$ cat src/rtl/mux8_rr_arbiter_if.sv
// Handshake/bus bundle between the eight requesters, the arbiter and the
// downstream consumer of the registered output word.
interface mux8_rr_arbiter_if #(
  parameter int WIDTH = 32
);
  logic [7:0]         req;
  logic [7:0]         last;
  logic [8*WIDTH-1:0] din;
  logic [7:0]         ack;
  logic [2:0]         sel;
  logic               busy;
  logic [WIDTH-1:0]   dout;
  logic               dout_last;
  logic [2:0]         dout_src;
  logic               dout_valid;
  logic               dout_ready;
  logic               err;

  // Arbiter side
  modport slave (
    input  req, last, din, dout_ready,
    output ack, sel, busy, dout, dout_last, dout_src, dout_valid, err
  );

  // Requester / consumer side
  modport master (
    output req, last, din, dout_ready,
    input  ack, sel, busy, dout, dout_last, dout_src, dout_valid, err
  );
endinterface

$ cat src/rtl/mux8_rr_arbiter.sv
// Round-robin arbiter and sequencer for a shared 8-to-1 word selector.
// A grant is held for a whole packet (until the last beat is captured) or
// until the granted requester stays idle for TIMEOUT cycles.
module mux8_rr_arbiter #(
  parameter int WIDTH   = 32,
  parameter int TIMEOUT = 16
) (
  input logic               clk,
  input logic               rst_n,
  mux8_rr_arbiter_if.slave  bus
);
  localparam int CW = (TIMEOUT > 2) ? $clog2(TIMEOUT) : 1;
  localparam logic [CW-1:0] LIMIT = CW'(TIMEOUT - 1);

  typedef enum logic {
    IDLE = 1'b0,
    BUSY = 1'b1
  } state_t;

  state_t        state, state_next;
  logic [2:0]    sel, sel_next;
  logic [2:0]    ptr, ptr_next;
  logic [CW-1:0] cnt, cnt_next;
  logic          err, err_next;
  logic [2:0]    winner;
  logic          space;
  logic          capture;

  logic [WIDTH-1:0] dout;
  logic             dout_last;
  logic [2:0]       dout_src;
  logic             dout_valid;

  assign space   = !dout_valid || bus.dout_ready;
  assign capture = (state == BUSY) && bus.req[sel] && space;

  // First requesting index at or after the round-robin pointer
  always_comb begin
    logic       found;
    logic [2:0] idx;
    found  = 1'b0;
    idx    = '0;
    winner = ptr;
    for (int unsigned k = 0; k < 8; k++) begin
      idx = ptr + 3'(k);
      if (!found && bus.req[idx]) begin
        winner = idx;
        found  = 1'b1;
      end
    end
  end

  // Grant FSM and round-robin/timeout state registers
  always_ff @(posedge clk or negedge rst_n) begin
    if (!rst_n) begin
      state <= IDLE;
      sel   <= '0;
      ptr   <= '0;
      cnt   <= '0;
      err   <= 1'b0;
    end else begin
      state <= state_next;
      sel   <= sel_next;
      ptr   <= ptr_next;
      cnt   <= cnt_next;
      err   <= err_next;
    end
  end

  // Next-state: arbitrate in IDLE, release on last beat or idle timeout in BUSY
  always_comb begin
    state_next = state;
    sel_next   = sel;
    ptr_next   = ptr;
    cnt_next   = cnt;
    err_next   = 1'b0;
    case (state)
      IDLE: begin
        if (bus.req != '0) begin
          sel_next   = winner;
          state_next = BUSY;
          cnt_next   = '0;
        end
      end
      BUSY: begin
        if (capture) begin
          cnt_next = '0;
          if (bus.last[sel]) begin
            state_next = IDLE;
            ptr_next   = sel + 3'd1;
          end
        end else if (!bus.req[sel] && space) begin
          // Backpressure (no space) deliberately freezes the counter
          if (TIMEOUT != 0 && cnt == LIMIT) begin
            state_next = IDLE;
            ptr_next   = sel + 3'd1;
            err_next   = 1'b1;
          end else begin
            cnt_next = cnt + 1'b1;
          end
        end
      end
      default: state_next = IDLE;
    endcase
  end

  // Output register: capture the selected beat, or drain when consumed
  always_ff @(posedge clk or negedge rst_n) begin
    if (!rst_n) begin
      dout       <= '0;
      dout_last  <= 1'b0;
      dout_src   <= '0;
      dout_valid <= 1'b0;
    end else if (capture) begin
      dout       <= bus.din[sel*WIDTH +: WIDTH];
      dout_last  <= bus.last[sel];
      dout_src   <= sel;
      dout_valid <= 1'b1;
    end else if (bus.dout_ready && dout_valid) begin
      dout_valid <= 1'b0;
    end
  end

  assign bus.ack        = capture ? (8'b1 << sel) : '0;
  assign bus.sel        = sel;
  assign bus.busy       = (state == BUSY);
  assign bus.dout       = dout;
  assign bus.dout_last  = dout_last;
  assign bus.dout_src   = dout_src;
  assign bus.dout_valid = dout_valid;
  assign bus.err        = err;
endmodule

$ cat src/flat_wrapper.sv
// flat-port wrapper written by rule: the top's interface ports become plain ports
module mux8_rr_arbiter_flat 
#(
  parameter int WIDTH   = 32,
  parameter int TIMEOUT = 16
)
  (clk, rst_n, bus_req, bus_last, bus_din, bus_dout_ready, bus_ack, bus_sel, bus_busy, bus_dout, bus_dout_last, bus_dout_src, bus_dout_valid, bus_err);
  mux8_rr_arbiter_if #(.WIDTH(WIDTH)) bus_i ();
  input logic clk;
  input logic rst_n;
  input wire logic [$bits(bus_i.req)-1:0] bus_req;
  input wire logic [$bits(bus_i.last)-1:0] bus_last;
  input wire logic [$bits(bus_i.din)-1:0] bus_din;
  input wire logic [$bits(bus_i.dout_ready)-1:0] bus_dout_ready;
  output wire logic [$bits(bus_i.ack)-1:0] bus_ack;
  output wire logic [$bits(bus_i.sel)-1:0] bus_sel;
  output wire logic [$bits(bus_i.busy)-1:0] bus_busy;
  output wire logic [$bits(bus_i.dout)-1:0] bus_dout;
  output wire logic [$bits(bus_i.dout_last)-1:0] bus_dout_last;
  output wire logic [$bits(bus_i.dout_src)-1:0] bus_dout_src;
  output wire logic [$bits(bus_i.dout_valid)-1:0] bus_dout_valid;
  output wire logic [$bits(bus_i.err)-1:0] bus_err;
  assign bus_i.req = bus_req;
  assign bus_i.last = bus_last;
  assign bus_i.din = bus_din;
  assign bus_i.dout_ready = bus_dout_ready;
  assign bus_ack = bus_i.ack;
  assign bus_sel = bus_i.sel;
  assign bus_busy = bus_i.busy;
  assign bus_dout = bus_i.dout;
  assign bus_dout_last = bus_i.dout_last;
  assign bus_dout_src = bus_i.dout_src;
  assign bus_dout_valid = bus_i.dout_valid;
  assign bus_err = bus_i.err;
  mux8_rr_arbiter #(.WIDTH(WIDTH), .TIMEOUT(TIMEOUT)) u_core (.clk(clk), .rst_n(rst_n), .bus(bus_i));
endmodule
$ cat config.mk
export PLATFORM = sky130hd
export DESIGN_NAME = mux8_rr_arbiter_flat
export DESIGN_NICKNAME = d
export VERILOG_FILES = /design/src/rtl/mux8_rr_arbiter_if.sv /design/src/rtl/mux8_rr_arbiter.sv /design/src/flat_wrapper.sv
export SDC_FILE = /design/constraint.sdc
export NUM_CORES = 1
export LEC_CHECK = 0
export ABC_AREA = 1
export CAP_MARGIN = 30
export CORE_AREA = 3 3 125 127
export CTS_BUF_LIST = sky130_fd_sc_hd__clkbuf_4 sky130_fd_sc_hd__clkbuf_8
export DETAILED_ROUTE_END_ITERATION = 7
export DIE_AREA = 0 0 128 130
export PLACE_DENSITY = 0.75
export SKIP_LAST_GASP = 1
export SLEW_MARGIN = 20
export SYNTH_ARGS = -nofsm -noshare
export SYNTH_HDL_FRONTEND = slang
export SYNTH_SLANG_ARGS = --single-unit
$ cat constraint.sdc
create_clock -name clk -period 2.95 [get_ports clk]
set_input_delay 0.59 -clock clk [delete_from_list [all_inputs] [get_ports clk]]
set_output_delay 0.59 -clock clk [all_outputs]
set_load 0.005 [all_outputs]
==> results.json <==
{
  "status": "complete, no violations",
  "n_fill_cell": 1433,
  "num-nets-final": 1395,
  "tns_ns": 0,
  "grt_antenna_before_repair": 0,
  "netlist.area_leader.share": 0.2502,
  "synth_nets": 1093,
  "drt-total-wl_um": 21280,
  "synth_area_um2": 4901,
  "final_cell_mix": "clkdlybuf4s50_1, nor2_1, o21ai_0",
  "critPathKind": "in -> out",
  "track_usage": 0.2380,
  "syn_area_per_cell_um2": 6.058,
  "synth_area_leaders": "dfrtp_1, nor2_1, o21ai_0",
  "synth-seq-cells": 49,
  "max_freq_mhz": 358.3,
  "drtIter0Drc": 429,
  "wl_per_cell_um": 16.42,
  "end_kind": "primary output",
  "tightest_slew_ns": 0.8727,
  "r2r_setup_slack_ns": 0.41,
  "synth_edf_count": 0,
  "grt_pass1_wl_um": 32040,
  "dpl.hpwl_um": 16470,
  "seq_area_frac_synth": 0.2502,
  "hold_path.class": "in -> async",
  "finClkSkew_ns": 0.01018,
  "clkTransAtPathRegs_ns": 0.09,
  "clockBufferDepth": 2,
  "finalHoldViolations": 0,
  "postCtsHoldBufs": 0,
  "io_pins": 325,
  "cp.required_ns": 2.36,
  "power_density_nw_per_um2": 887.8,
  "die_w_um": 128,
  "fp.coreArea_um2": 14530,
  "start_util": 0.3372,
  "synth_flop_cell": "dfrtp_1",
  "grt_max_degree": 96,
  "period_needed_ns": 2.791,
  "stdcell_count": 1296,
  "cp_data_arrival_time_ns": 2.20,
  "synthCells": 809,
  "clockRootBuffer": "clkbuf_8",
  "leakage_nw": 3.485,
  "ir_worst_vdd_uv": 487.0,
  "drt-vias-per-instance": 5.129,
  "overflow": 0,
  "maxCapViolations": 0,
  "layout_commonest_cell": "clkdlybuf4s50_1",
  "async_reset_ff_frac": 1.000,
  "num_rows": 44,
  "clock_sinks": 49,
  "worst-r2r-cell-count": 6,
  "synth_cell_types": 33,
  "cts_buffers": 5,
  "setup_viol": 0,
  "drv_slew": 0,
  "maxSlewHeadroom": 0.4182,
  "drtPass1Iterations": 7,
  "vias": 6647,
  "area_delta_synth_final_pct": 72.10,
  "clk_latency_ns": 0.30,
  "reg2reg_from": "u_core.bus.sel[0]",
  "gp_congestion": 0.9066,
  "rsz0062_at_grt": "no",
  "dieArea_um2": 16640,
  "die_h_um": 130,
  "cp_max_fo": 3,
  "ant_nets": 0,
  "htreeDepth": 2,
  "portBuffers": 324,
  "layout-drive-gt1-share": 0.07824,
  "reg2reg_to": "u_core.bus.dout[7]",
  "cts_tree": "yes",
  "min_period_over_period": 0.9461,
  "dp.cells": 1283,
  "antenna_cells": 0,
  "synth_area_leader_cell": "dfrtp_1",
  "grt_pass1_vias": 6228,
  "yosysWarnings": 0,
  "drc_errors": 0,
  "worst_setup_path_start_kind": "input pin"
}
==> cell type report <==
type / count / area [um2] / area share
Tap cell: 184 / 230.2 / 0.02730
Inverter: 35 / 133.9 / 0.01587
Sequential cell: 49 / 1231 / 0.1460
Clock inverter: 1 / 7.507 / 0.0008901
Timing Repair Buffer: 359 / 3476 / 0.4121
Clock buffer: 7 / 83.83 / 0.009939
Multi-Input combinational cell: 661 / 3272 / 0.3879
==> worst max-delay path, stage by stage <==
cell and delay, ns:
clkdlybuf4s50_1 0.48, o21ai_1 0.07, nand3_1 0.10, nand2_2 0.10
nor3_4 0.18, inv_2 0.06, buf_4 0.13, buf_4 0.13
nor2_4 0.10, inv_2 0.05, nor2_1 0.08, buf_2 0.12
==> cell families (layout without fill, tap and decap cells) <==
| family | after synthesis | after routing | share of synthesized area |
|---|---|---|---|
| AND/OR/NAND/NOR | 387 | 387 | 0.3365 |
| AO/OA/AOI/OAI | 258 | 258 | 0.2923 |
| buffers and inverters | 99 | 402 | 0.08552 |
| flip-flops | 49 | 49 | 0.2502 |
| adder cells (fa/ha/maj) | 9 | 9 | 0.02298 |
| XOR/XNOR | 7 | 7 | 0.01251 |
==> what timing repair did <==
item,CTS,global route
gates cloned,0,0
resized for setup,23,11
endpoints found under the setup margin,8,6
pin swaps,7,5
buffers inserted,5,0
==> per-layer routing <==
metal / routed length, um / GRT usage
met5: 0 / 0
met4: 595 / 0.07491
met3: 1447 / 0.04544
met2: 10700 / 0.4285
met1: 8535 / 0.2870
==> through the flow <==
| step | utilization | worst slack (ns) | power [mW] | cell area, um2 | hold WS, ns |
|---|---|---|---|---|---|
| final | 0.5803 | 0.1591 | 7.488 | 8434 | 0.3905 |
| after global routing | 0.5803 | 0.02632 | 8.222 | 8434 | 0.4479 |
| after CTS | 0.5806 | -0.09149 | 7.505 | 8438 | 0.4228 |
| after detailed placement | 0.5725 | -0.2480 | 6.986 | 8320 | 0.4673 |
| after global placement | 0.5725 | -0.2089 | 6.931 | 8320 | 0.4594 |
| after floorplan | - | 0.6556 | 4.924 | 4901 | 0.2944 |
==> flip-flops by register name, summed over array words and instances, names as in the netlist <==
name,flops
u_core.cnt,4
u_core.bus.dout_last,1
u_core.bus.err,1
u_core.bus.dout_src,3
u_core.ptr,3
u_core.bus.sel,3
u_core.bus.dout_valid,1
u_core.bus.busy,1
u_core.bus.dout,32
==> cells in the mapped netlist (8+ instances only) <==
cell       instances
nor2_1           215
o21ai_1           15
ha_1               9
o21ai_0          143
dfrtp_1           49
o22ai_1           47
nand2_2            8
a31oi_1           32
clkbuf_1          40
a21oi_1            9
inv_2              8
nand3_1           33
buf_2             17
nand2_1          112
o2111ai_1         10
inv_1             26
==> worst max path at each step <==
stage                            startpoint           endpoint  cells after the start  slack (ns)
after floorplan               u_core.ptr[0]  u_core.bus.sel[1]                     18        0.66
after detailed placement         bus_req[1]         bus_ack[2]                     12       -0.25
after CTS                        bus_req[6]         bus_ack[2]                     14       -0.09
after global routing      u_core.bus.sel[0]         bus_ack[2]                     12        0.03
final                            bus_req[0]         bus_ack[1]                     12        0.16
after global placement           bus_req[1]         bus_ack[2]                     12       -0.21
==> where the power goes <==
group | internal, mW | switching (mW)
logic | 2.36 | 3.40
clock network | 0.187 | 0.223
registers | 1.02 | 0.301
total | 3.57 | 3.92
Note: power is estimated with default switching activity, not from simulation.
